[src/rtl/fpu_arb_pkg.sv]
// Shared definitions for the floating-point multiplier arbiter: default
// widths, the operation-counter width and the controller state encoding.
package fpu_arb_pkg;

    localparam int FP_W_DEFAULT    = 32;
    localparam int NUM_REQ_DEFAULT = 4;
    localparam int OP_COUNT_W      = 16;

    // One operation walks IDLE -> SEND_A -> SEND_B -> WAIT_Z -> RESPOND -> IDLE.
    typedef enum logic [2:0] {
        IDLE,
        SEND_A,
        SEND_B,
        WAIT_Z,
        RESPOND
    } arbState_t;

endpackage

[src/rtl/rr_arbiter.sv]
// Combinational round-robin pick: starting just after the last granted
// requester and wrapping around, select the first requester with a request.
// The last-granted requester itself is checked last, so it only wins when
// nobody else is asking.
module rr_arbiter
    import fpu_arb_pkg::*;
#(
    parameter int NUM_REQ = NUM_REQ_DEFAULT,
    localparam int IDX_W  = (NUM_REQ > 1) ? $clog2(NUM_REQ) : 1
) (
    input  logic [NUM_REQ-1:0] i_req,
    input  logic [IDX_W-1:0]   i_lastGrant,
    output logic [NUM_REQ-1:0] o_grant,
    output logic [IDX_W-1:0]   o_grantIdx,
    output logic               o_anyReq
);

    logic [IDX_W:0]   w_sum;
    logic [IDX_W-1:0] w_candIdx;

    // Scan offsets 1..NUM_REQ from the last grant, keeping the first hit.
    always_comb begin
        o_anyReq   = 1'b0;
        o_grantIdx = '0;
        o_grant    = '0;
        w_sum      = '0;
        w_candIdx  = '0;
        for (int off = 1; off <= NUM_REQ; off++) begin
            w_sum = {1'b0, i_lastGrant} + (IDX_W+1)'(off);
            if (w_sum >= (IDX_W+1)'(NUM_REQ)) begin
                w_sum = w_sum - (IDX_W+1)'(NUM_REQ);
            end
            w_candIdx = w_sum[IDX_W-1:0];
            if (!o_anyReq && i_req[w_candIdx]) begin
                o_anyReq   = 1'b1;
                o_grantIdx = w_candIdx;
            end
        end
        if (o_anyReq) begin
            o_grant = {{(NUM_REQ-1){1'b0}}, 1'b1} << o_grantIdx;
        end
    end

endmodule

[src/rtl/fpu_mul_arbiter.sv]
// Shares one handshaked floating-point multiplier among NUM_REQ requesters.
// A round-robin pick accepts one requester's operands, the operands are sent
// to the multiplier one at a time, the product is captured and presented to
// the granted requester until it consumes it. Only one operation is in
// flight at a time.
module fpu_mul_arbiter
    import fpu_arb_pkg::*;
#(
    parameter int NUM_REQ = NUM_REQ_DEFAULT,
    parameter int FP_W    = FP_W_DEFAULT
) (
    input  logic                    clk,
    input  logic                    rst,
    input  logic [NUM_REQ-1:0]      req_valid,
    input  logic [FP_W*NUM_REQ-1:0] req_a,
    input  logic [FP_W*NUM_REQ-1:0] req_b,
    output logic [NUM_REQ-1:0]      req_ready,
    output logic [NUM_REQ-1:0]      rsp_valid,
    output logic [FP_W-1:0]         rsp_z,
    input  logic [NUM_REQ-1:0]      rsp_ready,
    output logic [FP_W-1:0]         mul_a,
    output logic                    mul_a_req,
    input  logic                    mul_a_ack,
    output logic [FP_W-1:0]         mul_b,
    output logic                    mul_b_req,
    input  logic                    mul_b_ack,
    input  logic [FP_W-1:0]         mul_z,
    input  logic                    mul_z_req,
    output logic                    mul_z_ack,
    output logic                    busy,
    output logic [OP_COUNT_W-1:0]   op_count
);

    localparam int IDX_W = (NUM_REQ > 1) ? $clog2(NUM_REQ) : 1;

    arbState_t               r_state;
    arbState_t               w_nextState;
    logic [IDX_W-1:0]        r_lastGrant;
    logic [IDX_W-1:0]        r_idx;
    logic [FP_W-1:0]         r_opA;
    logic [FP_W-1:0]         r_opB;
    logic [FP_W-1:0]         r_rspZ;
    logic                    r_mulZAck;
    logic [OP_COUNT_W-1:0]   r_opCount;

    logic [NUM_REQ-1:0]      w_grant;
    logic [IDX_W-1:0]        w_grantIdx;
    logic                    w_anyReq;
    logic [NUM_REQ-1:0]      w_idxOneHot;
    logic                    w_accept;
    logic                    w_complete;

    rr_arbiter #(
        .NUM_REQ (NUM_REQ)
    ) u_rrArbiter (
        .i_req       (req_valid),
        .i_lastGrant (r_lastGrant),
        .o_grant     (w_grant),
        .o_grantIdx  (w_grantIdx),
        .o_anyReq    (w_anyReq)
    );

    assign w_idxOneHot = {{(NUM_REQ-1){1'b0}}, 1'b1} << r_idx;
    assign w_accept    = (r_state == IDLE) && w_anyReq;
    assign w_complete  = (r_state == RESPOND) && rsp_ready[r_idx];

    // State register; reset abandons any operation in progress.
    always_ff @(posedge clk) begin
        if (rst) begin
            r_state <= IDLE;
        end else begin
            r_state <= w_nextState;
        end
    end

    // Next-state: each handshake phase advances only on its own acknowledge.
    always_comb begin
        w_nextState = r_state;
        case (r_state)
            IDLE:    if (w_anyReq)         w_nextState = SEND_A;
            SEND_A:  if (mul_a_ack)        w_nextState = SEND_B;
            SEND_B:  if (mul_b_ack)        w_nextState = WAIT_Z;
            WAIT_Z:  if (mul_z_req)        w_nextState = RESPOND;
            RESPOND: if (rsp_ready[r_idx]) w_nextState = IDLE;
            default:                       w_nextState = IDLE;
        endcase
    end

    // Datapath: latch the winner's operands, capture the product, and record
    // the completed grant so the next search starts after it.
    always_ff @(posedge clk) begin
        if (rst) begin
            r_lastGrant <= IDX_W'(NUM_REQ - 1);
            r_idx       <= '0;
            r_opA       <= '0;
            r_opB       <= '0;
            r_rspZ      <= '0;
            r_mulZAck   <= 1'b0;
            r_opCount   <= '0;
        end else begin
            r_mulZAck <= 1'b0;
            if (w_accept) begin
                r_idx <= w_grantIdx;
                r_opA <= req_a[int'(w_grantIdx)*FP_W +: FP_W];
                r_opB <= req_b[int'(w_grantIdx)*FP_W +: FP_W];
            end
            if ((r_state == WAIT_Z) && mul_z_req) begin
                r_rspZ    <= mul_z;
                r_mulZAck <= 1'b1;
            end
            if (w_complete) begin
                r_lastGrant <= r_idx;
                r_opCount   <= r_opCount + OP_COUNT_W'(1);
            end
        end
    end

    // State-decoded handshake strobes; the acceptance pulse is suppressed
    // while reset is held so nothing appears accepted during reset.
    always_comb begin
        req_ready = '0;
        rsp_valid = '0;
        mul_a_req = 1'b0;
        mul_b_req = 1'b0;
        busy      = 1'b1;
        case (r_state)
            IDLE: begin
                busy = 1'b0;
                if (!rst) begin
                    req_ready = w_grant;
                end
            end
            SEND_A:  mul_a_req = 1'b1;
            SEND_B:  mul_b_req = 1'b1;
            WAIT_Z:  ;
            RESPOND: rsp_valid = w_idxOneHot;
            default: ;
        endcase
    end

    assign mul_a     = r_opA;
    assign mul_b     = r_opB;
    assign rsp_z     = r_rspZ;
    assign mul_z_ack = r_mulZAck;
    assign op_count  = r_opCount;

endmodule
[config.mk]
export PLATFORM = sky130hd
export DESIGN_NAME = fpu_mul_arbiter
export DESIGN_NICKNAME = d
export VERILOG_FILES = /design/src/rtl/fpu_arb_pkg.sv /design/src/rtl/rr_arbiter.sv /design/src/rtl/fpu_mul_arbiter.sv
export SDC_FILE = /design/constraint.sdc
export NUM_CORES = 1
export LEC_CHECK = 0
export CAP_MARGIN = 20
export CORE_AREA = 2 2 163 165
export DETAILED_ROUTE_END_ITERATION = 16
export DIE_AREA = 0 0 165 167
export GPL_ROUTABILITY_DRIVEN = 0
export SLEW_MARGIN = 10
export SYNTH_ARGS = -nofsm -noshare
export SYNTH_HDL_FRONTEND = slang
export SYNTH_HIERARCHICAL = 1
export SYNTH_SLANG_ARGS = --single-unit
[constraint.sdc]
create_clock -name clk -period 3.7 [get_ports clk]
set_clock_uncertainty 0.15 [all_clocks]
set_input_delay 0.555 -clock clk [delete_from_list [all_inputs] [get_ports clk]]
set_output_delay 0.555 -clock clk [all_outputs]
set_load 0.05 [all_outputs]
==> metrics.md <==
| Metric | Value |
|---|---|
| WP depth | `5` |
| Unrepaired setup endpoints after global routing | `false` |
| Clock Root Buffer | `clkbuf_16` |
| Core area | `0.02576 mm²` |
| Pin count of the biggest net entering global routing | `73` |
| Vias | `6569` |
| # hold bufs at CTS | `0` |
| GRT overflow | `0` |
| Post-Syn Area | `0.006172 mm²` |
| Outcome | `finished, final reports clean` |
| Worst-path clk slew | `0.06 ns` |
| MaxCap Viol Count | `0` |
| Synth top area share | `0.3892` |
| Via density | `4.639` |
| Worst path bufs/invs | `2` |
| Syn Inst Count | `668` |
| H-tree depth | `4` |
| Initial Util | `0.2396` |
| Max-slew violations | `0` |
| CTS tree | `done` |
| Ports | `425` |
| Worst vdd ir | `0.2218 mV` |
| Final Hold Fails | `0` |
| Port Buf Inserts | `424` |
| Worst Tran Pin Value | `0.8297 ns` |
| Kind of critical path | `flop to primary output` |
| Crit path launch type | `flop` |
| Main synth FF type | `dfxtp_1` |
| Area of the die | `0.02756 mm²` |
| Most frequent cells in the layout | `clkdlybuf4s50_1, nand2_1, dfxtp_1, a21oi_1, mux4_2` |
| Critical Path RT | `2.99 ns` |
| Synth Warn # | `6` |
| Largest stage delay, worst path | `0.80 ns` |
| CP max-delay cell | `clkdlybuf4s50_1` |
| Final nets | `1367` |
| Cell family with the largest share of critical-path delay | `buffers and inverters` |
| #FFs+latches synth | `120` |
| Height of the die | `167 µm` |
| Worst-case reg-to-reg path depth | `7` |
| Fin area | `0.01134 mm²` |
| Distinct cells, synth | `46` |
| Drt drc | `0` |
| DIE WIDTH | `165 µm` |
| Avg Inst Size Synth | `9.240 µm²` |
| Instance area at placement | `0.01073 mm²` |
| DRT iter0 DRCs | `363` |
| Setup-failing EPs final | `0` |
| Post-route ant nets | `0` |
| Fraction of layout cells with a size suffix above 1 | `0.1150` |
| Pleak | `3.975 nW` |
| CTS Buffer Depth | `2` |
| Setup TNS | `0 ns` |
| Post-DP HPWL | `20310 µm` |
| Final period utilization | `0.8815` |
| Most common cell after layout, fill and taps aside | `clkdlybuf4s50_1` |
| Cell chain of the critical path | `nor3_1 -> inv_1 -> nor2_1 -> and2_1 -> clkdlybuf4s50_1` |
| Power density cells | `413.6 mW/mm²` |
| Yosys top cell by area | `dfxtp_1` |
| Post-synth EDFFs | `0` |
| Rows | `59` |
| Sequential share of the synthesized area | `0.3892` |
| Asr flop ratio synth | `0` |
| Final hold slack | `0.3018 ns` |
| CP Data Arrival Time | `2.56 ns` |
| Top cells by area, synth | `dfxtp_1, mux4_2, nand2_1, a21oi_1, clkbuf_1` |
| Vias in the first global route | `6773` |
| Initial antenna violation count | `5` |
| Post-CTS sizing | `0` |
| Post-CTS Setup Inserts | `0` |
| Sink Count | `120` |
| Crit path max fanout | `8` |
| Hold path cells | `2` |
| Rel. slew slack | `0.4469` |
| FMAX | `306.6 MHz` |
| Worst setup EP type | `primary output` |
| Tot GR Track Use | `0.1883` |
| DRT Pass-1 Iters | `4` |
| DRT Wirelength | `26290 µm` |
| Clock buffer count from CTS | `17` |
| Syn-to-layout area delta | `83.72%` |
| First-pass GRT wire length | `39190 µm` |
| Syn Nets | `970` |
| Total power | `4.690 mW` |
| Hold Crit Class | `flop to flop` |
| Drt wl/cell | `18.57 µm` |
| Fin crit period | `3.262 ns` |
| Clk Latency, worst-skew pair | `0.41 ns` |
## flip-flops by register name (all words and copies together) (netlist names)
name         flops
mul_a           32
mul_b           32
mul_z_ack        1
op_count        16
r_idx            2
r_lastGrant      2
r_state          3
rsp_z           32
## kinds of logic (layout without fill, tap and decap cells)
| kind of cell | after synthesis | count (layout) | synth area share |
|---|---|---|---|
| and+or+nand+nor | 276 | 276 | 0.1942 |
| AOI/OAI and AO/OA | 136 | 136 | 0.1206 |
| DFF | 120 | 120 | 0.3892 |
| muxes | 67 | 67 | 0.2408 |
| buffers and inverters | 61 | 471 | 0.04318 |
| xor gates and xnor gates | 7 | 7 | 0.009933 |
| adders and majority gates | 1 | 1 | 0.002027 |
| other | 0 | 3 | 0 |
## cell type report
type,instances,area (µm²)
sequential,120,2402
inverter,5,18.77
clock buffer,19,432.9
antenna,3,7.507
tap,335,419.2
fill,2560,14420
timing repair buffer,434,4349
multi-input combinational,487,3538
clock inverter,13,171.4
## layer usage
layer / routed length (µm) / GRT usage / vias to the layer above
met4: 549 / 0.06427 / 4
met2: 13670 / 0.3322 / 253
met5: 27 / 0 / -
li1: - / - / 3161
met3: 2091 / 0.06202 / 28
met1: 9952 / 0.2107 / 3123
## synth_stat cells (2+ instances only)
master / count
nand3_1: 6
a21oi_1: 114
inv_1: 5
o31ai_1: 5
nand4_1: 6
clkbuf_1: 38
buf_2: 15
nor3b_1: 2
or4_1: 5
and3_1: 4
mux2_2: 2
nor2_1: 18
nor3_1: 3
nand2_1: 207
buf_6: 2
or3_1: 3
o21a_1: 2
mux4_2: 65
and2_1: 7
o21ai_0: 4
dfxtp_1: 120
xor2_1: 7
nand2b_1: 5
## where the power goes
| group | switching (mW) | internal, mW | total, mW | leakage [nW] |
|---|---|---|---|---|
| Sequential | 0.0664 | 1.39 | 1.46 | 0.980 |
| Combinational | 0.783 | 0.711 | 1.49 | 2.71 |
| Clock | 0.664 | 1.07 | 1.73 | 0.289 |
| Total | 1.51 | 3.18 | 4.69 | 3.98 |
## worst min-delay path: cells and delay by family (launching register included)
family / cells / cell delay [ns]
AO/OA/AOI/OAI: 1 / 0.05
flip-flops: 1 / 0.30
AND/OR/NAND/NOR: 1 / 0.05
## through the flow
step                      utilization  worst slack, ns  std cells
final                          0.4401           0.4384       1416
after global routing           0.4401           0.2105       1416
after CTS                      0.4399           0.3572       1413
after detailed placement       0.4164           0.4438       1381
after global placement         0.4164           0.4976       1381
after floorplan                     -           0.7370        668
## final timing paths
check            startpoint            to  slack, ns
min reg2reg       rsp_z[11]     rsp_z[11]       0.30
max              r_state[1]  req_ready[2]       0.44
min               rsp_z[11]     rsp_z[11]       0.30
max reg2reg  r_lastGrant[1]      mul_b[6]       1.15
Note: power is estimated with default switching activity, not from simulation.
